**src/rtl/mix_columns_seq.sv**
```systemverilog
// mix_columns_seq: sequential forward AES MixColumns engine.
// Accepts one 128-bit state, transforms COLS_PER_CYCLE columns per clock in
// place, then holds the result on a valid/ready output until it is taken.
// Optional build macro MIX_COLUMNS_SEQ_INV_EN adds an in_inv input that
// selects the inverse MixColumns matrix for the whole transaction.
module mix_columns_seq #(
    parameter int COLS_PER_CYCLE = 1
) (
    input  logic         clk,
    input  logic         rst_n,
    input  logic         in_valid,
    output logic         in_ready,
    input  logic [0:127] in_data,
`ifdef MIX_COLUMNS_SEQ_INV_EN
    input  logic         in_inv,
`endif
    output logic         out_valid,
    input  logic         out_ready,
    output logic [0:127] out_data,
    output logic         busy
);

    generate
        if (!(COLS_PER_CYCLE == 1 || COLS_PER_CYCLE == 2 || COLS_PER_CYCLE == 4)) begin : g_bad_cols
            $error("mix_columns_seq: COLS_PER_CYCLE must be 1, 2 or 4");
        end
    endgenerate

    // Counter step and the counter value on the cycle that touches column 3.
    localparam logic [1:0] CNT_STEP = 2'(COLS_PER_CYCLE % 4);
    localparam logic [1:0] LAST_CNT = 2'(4 - COLS_PER_CYCLE);

    typedef enum logic [1:0] {
        IDLE = 2'd0,
        BUSY = 2'd1,
        DONE = 2'd2
    } fsm_e;

    fsm_e         fsm_q, fsm_d;
    logic [0:127] state_q, state_d;
    logic [0:127] out_data_q, out_data_d;
    logic [1:0]   cnt_q, cnt_d;
    logic [0:127] processed;
    logic [1:0]   col_idx;

`ifdef MIX_COLUMNS_SEQ_INV_EN
    logic inv_q, inv_d;
`else
    logic inv_q;
    assign inv_q = 1'b0;
`endif

    function automatic logic [7:0] xtime(input logic [7:0] b);
        return {b[6:0], 1'b0} ^ (b[7] ? 8'h1b : 8'h00);
    endfunction

    function automatic logic [7:0] mul3(input logic [7:0] b);
        return xtime(b) ^ b;
    endfunction

    // Inverse coefficients built from x2, x4, x8 multiples of b.
    function automatic logic [7:0] mul9(input logic [7:0] b);
        return xtime(xtime(xtime(b))) ^ b;
    endfunction

    function automatic logic [7:0] mul11(input logic [7:0] b);
        return xtime(xtime(xtime(b))) ^ xtime(b) ^ b;
    endfunction

    function automatic logic [7:0] mul13(input logic [7:0] b);
        return xtime(xtime(xtime(b))) ^ xtime(xtime(b)) ^ b;
    endfunction

    function automatic logic [7:0] mul14(input logic [7:0] b);
        return xtime(xtime(xtime(b))) ^ xtime(xtime(b)) ^ xtime(b);
    endfunction

    // One column: a0 is the top row byte (most significant in the slice).
    function automatic logic [31:0] mix_column(input logic [31:0] col, input logic inv);
        logic [7:0] a0, a1, a2, a3;
        logic [7:0] r0, r1, r2, r3;
        a0 = col[31:24];
        a1 = col[23:16];
        a2 = col[15:8];
        a3 = col[7:0];
        if (inv) begin
            r0 = mul14(a0) ^ mul11(a1) ^ mul13(a2) ^ mul9(a3);
            r1 = mul9(a0)  ^ mul14(a1) ^ mul11(a2) ^ mul13(a3);
            r2 = mul13(a0) ^ mul9(a1)  ^ mul14(a2) ^ mul11(a3);
            r3 = mul11(a0) ^ mul13(a1) ^ mul9(a2)  ^ mul14(a3);
        end else begin
            r0 = xtime(a0) ^ mul3(a1)  ^ a2        ^ a3;
            r1 = a0        ^ xtime(a1) ^ mul3(a2)  ^ a3;
            r2 = a0        ^ a1        ^ xtime(a2) ^ mul3(a3);
            r3 = mul3(a0)  ^ a1        ^ a2        ^ xtime(a3);
        end
        return {r0, r1, r2, r3};
    endfunction

    // State register: all flops return to idle/zero on reset.
    always_ff @(posedge clk or negedge rst_n) begin
        if (!rst_n) begin
            fsm_q      <= IDLE;
            state_q    <= '0;
            out_data_q <= '0;
            cnt_q      <= '0;
`ifdef MIX_COLUMNS_SEQ_INV_EN
            inv_q      <= 1'b0;
`endif
        end else begin
            fsm_q      <= fsm_d;
            state_q    <= state_d;
            out_data_q <= out_data_d;
            cnt_q      <= cnt_d;
`ifdef MIX_COLUMNS_SEQ_INV_EN
            inv_q      <= inv_d;
`endif
        end
    end

    // Next-state logic: accept in IDLE, sweep columns in BUSY, hold in DONE.
    always_comb begin
        fsm_d = fsm_q;
        case (fsm_q)
            IDLE: if (in_valid) fsm_d = BUSY;
            BUSY: if (cnt_q == LAST_CNT) fsm_d = DONE;
            DONE: if (out_ready) fsm_d = IDLE;
            default: fsm_d = IDLE;
        endcase
    end

    // Output decode straight from the FSM state.
    always_comb begin
        in_ready  = (fsm_q == IDLE);
        out_valid = (fsm_q == DONE);
        busy      = (fsm_q != IDLE);
    end

    // Datapath: transform the current column group in place and latch the result.
    always_comb begin
        state_d    = state_q;
        out_data_d = out_data_q;
        cnt_d      = cnt_q;
        processed  = state_q;
        col_idx    = cnt_q;
`ifdef MIX_COLUMNS_SEQ_INV_EN
        inv_d      = inv_q;
`endif
        for (int j = 0; j < COLS_PER_CYCLE; j++) begin
            col_idx = cnt_q + 2'(j);
            processed[32*int'(col_idx) +: 32] = mix_column(state_q[32*int'(col_idx) +: 32], inv_q);
        end
        case (fsm_q)
            IDLE: begin
                if (in_valid) begin
                    state_d = in_data;
                    cnt_d   = '0;
`ifdef MIX_COLUMNS_SEQ_INV_EN
                    inv_d   = in_inv;
`endif
                end
            end
            BUSY: begin
                state_d = processed;
                if (cnt_q == LAST_CNT) begin
                    cnt_d      = '0;
                    out_data_d = processed;
                end else begin
                    cnt_d = cnt_q + CNT_STEP;
                end
            end
            default: ;
        endcase
    end

    assign out_data = out_data_q;

endmodule

```
**config.mk**
```make
export PLATFORM = sky130hd
export DESIGN_NAME = mix_columns_seq
export DESIGN_NICKNAME = d
export VERILOG_FILES = /design/src/rtl/mix_columns_seq.sv
export SDC_FILE = /design/constraint.sdc
export NUM_CORES = 1
export LEC_CHECK = 0
export CAP_MARGIN = 30
export CELL_PAD_IN_SITES_DETAIL_PLACEMENT = 1
export CELL_PAD_IN_SITES_GLOBAL_PLACEMENT = 1
export CORE_MARGIN = 5
export CORE_UTILIZATION = 41
export DETAILED_ROUTE_END_ITERATION = 8
export GPL_ROUTABILITY_DRIVEN = 0
export GPL_TIMING_DRIVEN = 0
export PLACE_DENSITY_LB_ADDON = 0.3
export SYNTH_ARGS = -nofsm -noshare
export SYNTH_HDL_FRONTEND = slang
export SYNTH_SLANG_ARGS = --single-unit
```
**constraint.sdc**
```tcl
create_clock -name clk -period 3.2 [get_ports clk]
set_input_delay 0.64 -clock clk [delete_from_list [all_inputs] [get_ports clk]]
set_output_delay 0.64 -clock clk [all_outputs]
set_load 0.02 [all_outputs]
```
==> metrics.txt <==
status complete, no violations; CTS tree done; FF-to-FF Start cnt_q[0]$_DFFE_PN0P_; Fillers 3,637; average via count per standard cell 6.34; worst clock skew 18.6 ps; nets@finish 1,772; register area share after synthesis 0.464; fmax 0.316 GHz; CP Cell Sequence buf_6 > buf_6 > mux4_2 > xor2_1 > xor3_1 > o21ai_0; via count 13,400; # Max-Cap Violations 0; Slew headroom 0.403; Die W 195 microns; post-synthesis cell area 14,000 sq um; row count 67; GRT overflow 0; antenna-violating nets left 0; final setup fails 0; Critical Path End Type flop; RSZ-0062 raised after global routing true; final period utilization 0.990; CP Data Arrival Time 3560 ps; sum of buffers and inverters on the critical path 2; warnings from Yosys 0; routed length per instance 29.2 microns; Worst-path clk slew 60 ps; dpl hpwl 44.7 mm; initial antenna violation count 1; first-pass GRT wire length 90.7 mm; layout cells sized above 1 0.101; worst setup path class reg2reg; Syn Nets 1,474; largest net degree at the start of global routing 116; final hold violations 0; Yosys reg bits 260; crit-path max FO 10; Max Slew Vio Count 0; Synth cell types 44; core area 33,600 sq um; Tmin final 3170 ps; worst slew pin tran 895 ps; Die Span Y 195 microns; First-pass DRT Iterations 6; Post-Syn Area per Cell 10.5 sq um; final wirelength 61.4 mm; post-route setup TNS 0 ps; Slowest Stage Delay on Critical Path 650 ps; DIE AREA 38,000 sq um; Ports 263; most frequent CP cell buf_6; All-Layer GR Usage 0.312; Post-Syn Instances 1,338; clock latency on the worst-skew pair 560 ps; CP top delay family XOR/XNOR gates; # clock sinks 260; critical path startpoint category flop; area grow syn2layout 30.7%; CTS max path bufs 3; Clock Tree Root clkbuf_16; 1st-iter DRT viols 1,325; H-tree Lvls 1; min-delay worst type reg2reg; worst setup path startpoint cnt_q[0]$_DFFE_PN0P_; Post-route DRC 0; Hold Path Origin out_data[104]$_DFFE_PN0P_; vias in the first global route 14,100; CTS Buf Count 28; Port Buffers 262; CP max stage cell xor3_1; Starting Density 0.417; Crit path required time 3600 ps
per-layer routing:
| layer | share of wire | GRT usage | vias to the layer above |
|---|---|---|---|
| met1 | 0.40 | 0.417 | 6836 |
| met2 | 0.45 | 0.484 | 810 |
| met4 | 0.043 | 0.115 | 2 |
| met3 | 0.11 | 0.0928 | 164 |
| met5 | 0.00016 | 0 | - |
| li1 | - | - | 5556 |
area by class of cell:
| class | instances | area (sq um) | share of cell area |
|---|---|---|---|
| sequential | 260 | 6510 | 0.355 |
| timing repair buffer | 268 | 2720 | 0.148 |
| inverter | 23 | 86.3 | 0.00471 |
| buffer | 111 | 475 | 0.0259 |
| clock inverter | 9 | 97.6 | 0.00533 |
| clock buffer | 43 | 858 | 0.0468 |
| multi-input combinational | 944 | 7020 | 0.383 |
| antenna | 1 | 2.50 | 0.000137 |
| tap | 448 | 561 | 0.0306 |
final timing paths:
path,end,slack [ps],cells after the start
hold reg to reg,out_data[104]$_DFFE_PN0P_,480,2
max in group asynchronous,out_data[95]$_DFFE_PN0P_,1700,3
hold / removal,out_data[104]$_DFFE_PN0P_,480,2
setup / recovery,out_data[120]$_DFFE_PN0P_,30,6
setup reg to reg,out_data[120]$_DFFE_PN0P_,30,6
min in group asynchronous,out_data[15]$_DFFE_PN0P_,550,2
worst reg2reg max path: cells and delay by family, from the launching register on:
| family | cells | cell delay (ps) |
|---|---|---|
| flip-flops | 1 | 480 |
| AO/OA/AOI/OAI | 1 | 260 |
| buffers and inverters | 2 | 560 |
| multiplexers | 1 | 610 |
| XOR/XNOR | 2 | 1100 |
cells by family after synthesis:
logic type      count (synthesis)  synth area share
buf+inv                       134            0.0390
mux                            48            0.0631
xor+xnor                       71            0.0971
compound gates                550             0.235
fa+ha+maj                       4           0.00357
flops                         260             0.464
simple gates                  271            0.0981
synth_stat cells, drive strengths merged:
cell type | n | area share
dfrtp | 260 | 0.46
o21ai | 231 | 0.082
a21oi | 110 | 0.039
clkbuf | 102 | 0.027
nand2 | 93 | 0.025
a22oi | 77 | 0.041
and3 | 49 | 0.022
nor2 | 49 | 0.013
mux4 | 32 | 0.052
o22ai | 31 | 0.014
xnor3 | 30 | 0.049
a21o | 29 | 0.016
and2 | 24 | 0.011
a31o | 23 | 0.014
a31oi | 23 | 0.010
inv | 23 | 0.0062
mux2i | 16 | 0.011
nor2b | 16 | 0.0071
nor4b | 16 | 0.010
xor2 | 15 | 0.011
xnor2 | 13 | 0.015
xor3 | 13 | 0.022
o221ai | 12 | 0.0075
o31ai | 12 | 0.0096
or3 | 12 | 0.0054
buf | 9 | 0.0055
ha | 4 | 0.0036
nand3 | 3 | 0.0011
nor3 | 3 | 0.0011
or2 | 3 | 0.0013
nand2b | 2 | 0.00089
and3b | 1 | 0.00062
o21ba | 1 | 0.00071
o21bai | 1 | 0.00054
timing repair:
action,CTS,global route
buffers inserted,0,0
pin swaps,0,0
hold buffers,1,0
endpoints found under the hold margin,32,0
endpoints found under the setup margin,88,44
resized for setup,10,14
layout by cell type, fill, tap and decap left out, types with 3 or more instances in the layout:
cell type and instances:
clkbuf_1 97, or3_1 12, dfrtp_1 260, buf_4 3, xor2_2 6, nand2_1 92, ha_1 4, o22ai_1 31
xor3_1 13, a22oi_1 77, and3_1 49, nor4b_1 16, o31ai_1 3, clkbuf_2 9, a21oi_1 110, nor2b_1 16
clkinv_2 6, o21ai_0 229, o31ai_2 9, xor2_1 9, or2_2 3, a21o_1 29, inv_1 23, o221ai_1 12
mux2i_1 16, clkbuf_16 29, nand3_1 3, buf_2 4, xnor3_1 21, a31oi_1 23, clkbuf_8 8, clkdlybuf4s50_1 261
and2_1 24, nor2_1 49, buf_6 3, a31o_2 23, xnor3_2 9, xnor2_2 10, mux4_2 31
through the flow:
step           instance area [sq um]  setup WS, ps  hold slack, ps  cells   util
2_1_floorplan                  14000           819             344   1338      -
3_3_place_gp                   17200        -10070             462   2048  0.512
3_5_place_dp                   17300          -284             477   2053  0.514
4_1_cts                        18300         0.518             490   2106  0.544
5_1_grt                        18300         -7.25             518   2106  0.545
6_report                       18300          33.3             482   2107  0.545
registers in the layout, summed over array words and instances (netlist names):
signal    cells
state_q     128
out_data    128
fsm_q         2
cnt_q         2
Power is not shown: default switching activity piles up to over one toggle a cycle in this logic, so the estimate is an artifact.
